===== src/rtl/pll_supervisor_pkg.sv =====
`default_nettype none
// ============================================================================
// Module      : pll_supervisor_pkg
// Description : Shared definitions for the PLL supervisor. Holds the state
//               encoding observed on the STATE port and a helper that sizes
//               the internal counters from their terminal values.
// Revision    : 1.0 - initial release
// ============================================================================
package pll_supervisor_pkg;

    // The STATE port exposes this encoding directly, so the values are fixed.
    typedef enum logic [2:0] {
        ST_HOLD   = 3'd0,
        ST_WAIT   = 3'd1,
        ST_STABLE = 3'd2,
        ST_RUN    = 3'd3,
        ST_FAILED = 3'd4
    } state_t;

    // Bits needed to hold the values 0..n-1. The result is at least 1 so that
    // degenerate parameter choices still produce legal vectors.
    function automatic int cnt_w(input int n);
        return (n <= 2) ? 1 : $clog2(n);
    endfunction

endpackage : pll_supervisor_pkg
`default_nettype wire


===== src/rtl/sync_2ff.sv =====
`default_nettype none
// ============================================================================
// Module      : sync_2ff
// Description : Two-flop synchroniser for asynchronous inputs, with an
//               asynchronous active-low reset that clears both stages.
// Ports       : clk   - destination clock
//               rst_n - asynchronous reset, active low
//               i_d   - asynchronous input bus (bits synchronised separately)
//               o_q   - synchronised output, two clk edges of latency
// Revision    : 1.0 - initial release
// ============================================================================
module sync_2ff #(
    parameter int WIDTH = 1
) (
    input  logic             clk,
    input  logic             rst_n,
    input  logic [WIDTH-1:0] i_d,
    output logic [WIDTH-1:0] o_q
);

    logic [WIDTH-1:0] r_meta;
    logic [WIDTH-1:0] r_sync;

    always_ff @(posedge clk or negedge rst_n) begin
        if (!rst_n) begin
            r_meta <= '0;
            r_sync <= '0;
        end else begin
            r_meta <= i_d;
            r_sync <= r_meta;
        end
    end

    assign o_q = r_sync;

endmodule : sync_2ff
`default_nettype wire


===== src/rtl/pll_supervisor.sv =====
`default_nettype none
// ============================================================================
// Module      : pll_supervisor
// Description : Sequences the reset of an SB_PLL40_CORE, qualifies its LOCK
//               output with a stability filter, retries on lock timeout and
//               releases the system reset only after a stable lock. Lock loss
//               in operation restarts sequencing; exhausted retries park the
//               PLL in reset and optionally run the system in bypass.
// Ports       : REFERENCECLK - sole clock, PLL reference clock
//               RESET        - asynchronous reset, active low
//               LOCK         - PLL lock, asynchronous to REFERENCECLK
//               RETRY_REQ    - one-cycle pulse, restarts from FAILED
//               PLL_RESETB   - PLL reset, active low
//               PLL_BYPASS   - PLL bypass select
//               SYS_RESETN   - registered system reset, active low
//               STATE        - current state encoding
//               FAILED       - high while in the failed state
//               RELOCK_COUNT - saturating count of runtime lock losses
// Revision    : 1.0 - initial release
// ============================================================================
module pll_supervisor
    import pll_supervisor_pkg::*;
#(
    parameter int RST_CYCLES      = 16,
    parameter int LOCK_TIMEOUT    = 4096,
    parameter int LOCK_STABLE     = 256,
    parameter int MAX_RETRIES     = 3,
    parameter bit FALLBACK_BYPASS = 1'b1,
    parameter int CNT_W           = 8
) (
    input  logic             REFERENCECLK,
    input  logic             RESET,
    input  logic             LOCK,
    input  logic             RETRY_REQ,
    output logic             PLL_RESETB,
    output logic             PLL_BYPASS,
    output logic             SYS_RESETN,
    output logic [2:0]       STATE,
    output logic             FAILED,
    output logic [CNT_W-1:0] RELOCK_COUNT
);

    localparam int HOLD_W = cnt_w(RST_CYCLES);
    localparam int TMO_W  = cnt_w(LOCK_TIMEOUT);
    // stab_cnt is compared against LOCK_STABLE itself, so it needs one extra value.
    localparam int STB_W  = cnt_w(LOCK_STABLE + 1);
    localparam int RTY_W  = cnt_w(MAX_RETRIES + 1);

    state_t             r_state,     w_state_nxt;
    logic [HOLD_W-1:0]  r_hold_cnt,  w_hold_nxt;
    logic [TMO_W-1:0]   r_tmo_cnt,   w_tmo_nxt;
    logic [STB_W-1:0]   r_stab_cnt,  w_stab_nxt;
    logic [RTY_W-1:0]   r_retry_cnt, w_retry_nxt;
    logic [CNT_W-1:0]   r_relock,    w_relock_nxt;
    logic [STB_W-1:0]   w_stab_inc;
    logic               w_timeout;
    logic               w_lock_s;

    sync_2ff #(
        .WIDTH (1)
    ) u_lock_sync (
        .clk   (REFERENCECLK),
        .rst_n (RESET),
        .i_d   (LOCK),
        .o_q   (w_lock_s)
    );

    // Leaving WAIT on a synchronised-high sample counts that sample as the
    // first; in STABLE every further high sample adds one.
    assign w_stab_inc = (r_state == ST_WAIT) ? STB_W'(1) : r_stab_cnt + STB_W'(1);
    assign w_timeout  = (r_tmo_cnt == TMO_W'(LOCK_TIMEOUT - 1));

    always_comb begin
        w_state_nxt  = r_state;
        w_hold_nxt   = '0;
        w_tmo_nxt    = '0;
        w_stab_nxt   = '0;
        w_retry_nxt  = r_retry_cnt;
        w_relock_nxt = r_relock;
        case (r_state)
            ST_HOLD: begin
                if (r_hold_cnt == HOLD_W'(RST_CYCLES - 1)) begin
                    w_state_nxt = ST_WAIT;
                end else begin
                    w_hold_nxt = r_hold_cnt + HOLD_W'(1);
                end
            end
            ST_WAIT, ST_STABLE: begin
                // The timeout window spans WAIT and STABLE together; a chatter
                // return to WAIT keeps the elapsed time.
                w_tmo_nxt = r_tmo_cnt + TMO_W'(1);
                if (w_lock_s) begin
                    w_stab_nxt  = w_stab_inc;
                    w_state_nxt = (w_stab_inc == STB_W'(LOCK_STABLE)) ? ST_RUN : ST_STABLE;
                end else begin
                    w_state_nxt = ST_WAIT;
                end
                // A qualification completing on the last window cycle wins.
                if (w_timeout && (w_state_nxt != ST_RUN)) begin
                    w_tmo_nxt  = '0;
                    w_stab_nxt = '0;
                    if (r_retry_cnt == RTY_W'(MAX_RETRIES)) begin
                        w_state_nxt = ST_FAILED;
                    end else begin
                        w_retry_nxt = r_retry_cnt + RTY_W'(1);
                        w_state_nxt = ST_HOLD;
                    end
                end
                if (w_state_nxt == ST_RUN) begin
                    w_tmo_nxt   = '0;
                    w_stab_nxt  = '0;
                    w_retry_nxt = '0;
                end
            end
            ST_RUN: begin
                if (!w_lock_s) begin
                    w_state_nxt = ST_HOLD;
                    if (r_relock != {CNT_W{1'b1}}) begin
                        w_relock_nxt = r_relock + CNT_W'(1);
                    end
                end
            end
            ST_FAILED: begin
                if (RETRY_REQ) begin
                    w_state_nxt = ST_HOLD;
                    w_retry_nxt = '0;
                end
            end
            default: begin
                w_state_nxt = ST_HOLD;
            end
        endcase
    end

    // Outputs are decoded from the next state so they move on the same edge
    // as STATE.
    always_ff @(posedge REFERENCECLK or negedge RESET) begin
        if (!RESET) begin
            r_state     <= ST_HOLD;
            r_hold_cnt  <= '0;
            r_tmo_cnt   <= '0;
            r_stab_cnt  <= '0;
            r_retry_cnt <= '0;
            r_relock    <= '0;
            PLL_RESETB  <= 1'b0;
            PLL_BYPASS  <= 1'b0;
            SYS_RESETN  <= 1'b0;
            FAILED      <= 1'b0;
        end else begin
            r_state     <= w_state_nxt;
            r_hold_cnt  <= w_hold_nxt;
            r_tmo_cnt   <= w_tmo_nxt;
            r_stab_cnt  <= w_stab_nxt;
            r_retry_cnt <= w_retry_nxt;
            r_relock    <= w_relock_nxt;
            PLL_RESETB  <= (w_state_nxt == ST_WAIT) || (w_state_nxt == ST_STABLE) ||
                           (w_state_nxt == ST_RUN);
            PLL_BYPASS  <= (w_state_nxt == ST_FAILED) && FALLBACK_BYPASS;
            SYS_RESETN  <= (w_state_nxt == ST_RUN) ||
                           ((w_state_nxt == ST_FAILED) && FALLBACK_BYPASS);
            FAILED      <= (w_state_nxt == ST_FAILED);
        end
    end

    assign STATE        = r_state;
    assign RELOCK_COUNT = r_relock;

endmodule : pll_supervisor
`default_nettype wire


===== config.mk =====
export PLATFORM = sky130hd
export DESIGN_NAME = pll_supervisor
export DESIGN_NICKNAME = d
export VERILOG_FILES = /design/src/rtl/pll_supervisor_pkg.sv /design/src/rtl/sync_2ff.sv /design/src/rtl/pll_supervisor.sv
export SDC_FILE = /design/constraint.sdc
export NUM_CORES = 1
export LEC_CHECK = 0
export CAP_MARGIN = 40
export CORE_ASPECT_RATIO = 1.4
export CORE_MARGIN = 2
export CORE_UTILIZATION = 40
export DETAILED_ROUTE_END_ITERATION = 8
export PLACE_DENSITY = 0.65
export SLEW_MARGIN = 20
export SYNTH_ARGS = -nofsm -noshare
export SYNTH_HDL_FRONTEND = slang
export SYNTH_SLANG_ARGS = --single-unit

===== constraint.sdc =====
create_clock -name REFERENCECLK -period 3.5 [get_ports REFERENCECLK]
set_clock_uncertainty 0.15 [all_clocks]
set_input_delay 0.7 -clock REFERENCECLK [delete_from_list [all_inputs] [get_ports REFERENCECLK]]
set_output_delay 0.7 -clock REFERENCECLK [all_outputs]
set_load 0.02 [all_outputs]

==> impl_metrics.py <==
metrics = {
    "status": {
        "outcome": "completed",
    },
    "timing": {
        "period_minus_slack_ps": 2720,
        "layout_worst_path_cycle_share_pct": 77.6,
        "hold_violations": 0,
        "tightest_slew_ps": 537,
        "drv_slew": 0,
        "fmax_mhz": 368,
        "setup_viol": 0,
        "fin_setup_tns_ps": 0,
        "max-slew-margin-rel_pct": 63.9,
        "rsz0062_at_grt": "false",
        "worst_slack_ps": 783,
    },
    "clock_network": {
        "cts_resized": 0,
        "post-cts-setup-buffers": 0,
        "htreeDepth": 2,
        "cts.sinks": 43,
        "cts_root_buf": "clkbuf_8",
        "clockBufferDepth": 2,
        "insertion_delay_ps": 300,
        "cts.reportedPaths.clkPinSlew_ps": 90,
        "cts_hold_buf": 0,
        "cts_tree": "yes",
        "numCtsBuffers": 5,
    },
    "job": {
        "cap_viol_max_count": 0,
    },
    "yosys": {
        "ys_seq_area_share_pct": 50.4,
        "synthTopCellsByArea": "dfrtp_1 (50%), nor2_1 (6.0%), xnor2_1 (5.7%), xor2_1 (5.3%), nand2_1 (3.9%)",
        "ys_ff_latch": 43,
        "synth_edf_count": 0,
        "postSynthAreaPerCell_um2": 9.93,
        "synth_nets": 224,
        "synth_cells": 215,
        "synth_area_um2": 2140,
        "synth_top_cell_area_share_pct": 50.4,
        "synth_cell_types": 43,
        "synth_warnings": 0,
        "synth_ff_type": "dfrtp_1",
        "synth_commonest_cells": "dfrtp_1 (43), nor2_1 (34), nand2_1 (22)",
        "yosysMostFrequentCell": "dfrtp_1",
        "synth_area_leader_cell": "dfrtp_1",
        "async_flop_share_pct": 100,
    },
    "setup_path": {
        "path_cells": "ha_1 -> and3_4 -> or3_1 -> a221o_1 -> or4_1 -> a21oi_2 -> o32ai_1",
        "reg2reg_depth": 7,
        "rrSetupSlack_ps": 780,
        "endpoint_kind": "register",
        "path_max_fanout": 7,
        "path_class": "reg -> reg",
        "worstPathArrival_ps": 2740,
        "rr_endpoint": "r_retry_cnt[1]$_DFFE_PN0P_",
        "slowest_stage": "or4_1",
        "critical-path-max-stage-delay_ps": 580,
        "timing.rr.start": "r_stab_cnt[0]$_DFF_PN0_",
        "worst-endpoint-required_ps": 3520,
        "start_kind": "register",
    },
    "floorplanning": {
        "fp-row-count": 31,
        "die_width_um": 65.8,
        "die_area_um2": 5950,
        "core-area_um2": 5160,
        "io_pins": 19,
        "die_h_um": 90.5,
        "start_util_pct": 41.4,
    },
    "detailed_routing": {
        "postRouteAntennaNets": 0,
        "wl_per_cell_um": 13.0,
        "wl_mm": 3.93,
        "drt-initial-drc-count": 73,
        "drtPass1Iterations": 4,
        "route.vias.total": 1551,
        "drc": 0,
        "via_per_inst": 5.15,
    },
    "power_and_ir_drop": {
        "powerDensity_nw_per_um2": 562,
        "p_total_mw": 1.39,
        "ir_worst_vdd_uv": 216,
        "power_leakage_nw": 1.07,
    },
    "global_route": {
        "grt_usage_pct": 15.1,
        "overflow": 0,
        "grt_max_degree": 32,
        "grt_antenna_before_repair": 0,
        "grt_pass1_wl_mm": 6.94,
        "grt_pass1_vias": 1539,
    },
    "layout": {
        "final_util_pct": 47.8,
        "seqCellArea_um2": 1080,
        "diodes": 0,
        "nets": 243,
        "drive_gt1_share_pct": 6.81,
        "fillerInstances": 489,
        "multi_input_comb_area_um2": 1000,
        "area_delta_synth_final_pct": 15.5,
    },
    "place": {
        "numPortBuffers": 18,
        "pre_cts_ws_ps": 804,
        "place_congestion": 0.815,
        "place_hpwl_mm": 2.86,
    },
    "min_path": {
        "hold_class": "in -> async",
    },
}
metal layers:
metal | up-vias | part of all wire (%) | track usage (%)
li1 | 779 | - | -
met1 | 749 | 46 | 19.2
met2 | 19 | 50 | 24.3
met3 | 4 | 2.3 | 3.37
met4 | 0 | 1.6 | 6.25
met5 | - | 0 | 0
critical path, delay by kind of cell (launching register included):
kind | cells | cell delay (ps)
flip-flops | 1 | 450
adder cells (fa/ha/maj) | 1 | 300
AO/OA/AOI/OAI | 3 | 620
AND/OR/NAND/NOR | 3 | 1080
final cells by class:
type / count / area share (%)
clock inverter: 1 / 0.304
tap: 66 / 3.35
multi-input combinational: 163 / 40.6
timing repair buffer: 19 / 7.91
sequential: 43 / 43.6
inverter: 2 / 0.304
clock buffer: 7 / 3.90
worst max path at each step:
stage	start	to	slack, ps	cells past startpoint
floorplan	r_stab_cnt[0]$_DFF_PN0_	r_tmo_cnt[2]$_DFF_PN0_	1020	9
global placement	r_stab_cnt[0]$_DFF_PN0_	r_stab_cnt[3]$_DFF_PN0_	860	7
detailed placement	r_stab_cnt[0]$_DFF_PN0_	r_stab_cnt[7]$_DFF_PN0_	800	7
CTS	r_stab_cnt[0]$_DFF_PN0_	r_stab_cnt[7]$_DFF_PN0_	800	7
global route	r_stab_cnt[0]$_DFF_PN0_	r_retry_cnt[1]$_DFFE_PN0P_	600	7
finish	r_stab_cnt[0]$_DFF_PN0_	r_retry_cnt[1]$_DFFE_PN0P_	780	7
placed cells by master (no fill, tap or decap), types with 2 or more instances in the layout:
cell              n
xnor2_1          14
nor2_1           34
o21ai_0           4
clkbuf_8          7
and3_1            9
xor2_1           13
and4_1            2
nand2_1          22
nor2b_1           3
nand4_1           5
nand2b_1          2
nand3_1          10
o22ai_1           2
inv_1             2
dfrtp_1          43
or3_1             4
a31oi_1           2
a21oi_1           7
o211ai_1          2
ha_1              5
clkdlybuf4s50_1  17
nor3_1            4
through the flow:
stage | instances | instance area, um^2 | hold WS (ps)
floorplan | 215 | 2140 | 181
global placement | 292 | 2340 | 182
detailed placement | 293 | 2360 | 186
CTS | 301 | 2470 | 132
global route | 301 | 2470 | 139
finish | 301 | 2470 | 137
flip-flops by register name, indices dropped and copies added, names as in the netlist:
signal / flops
r_hold_cnt: 4
SYS_RESETN: 1
PLL_RESETB: 1
FAILED: 1
r_stab_cnt: 9
STATE: 3
r_retry_cnt: 2
u_lock_sync.r_meta: 1
r_tmo_cnt: 12
u_lock_sync.o_q: 1
RELOCK_COUNT: 8
cell families after synthesis:
| logic type | count (synthesis) | synth area share, % |
|---|---|---|
| compound gates | 25 | 7.67 |
| xor+xnor | 27 | 11.1 |
| fa+ha+maj | 5 | 2.93 |
| buf+inv | 9 | 2.69 |
| flops | 43 | 50.4 |
| mux | 2 | 0.996 |
| simple gates | 104 | 24.3 |
power by group:
group / internal [mW] / total, mW / switching, mW
logic: 0.173 / 0.411 / 0.238
registers: 0.562 / 0.631 / 0.0685
clock network: 0.179 / 0.345 / 0.165
No activity file was read; power rests on OpenSTA's default activity.
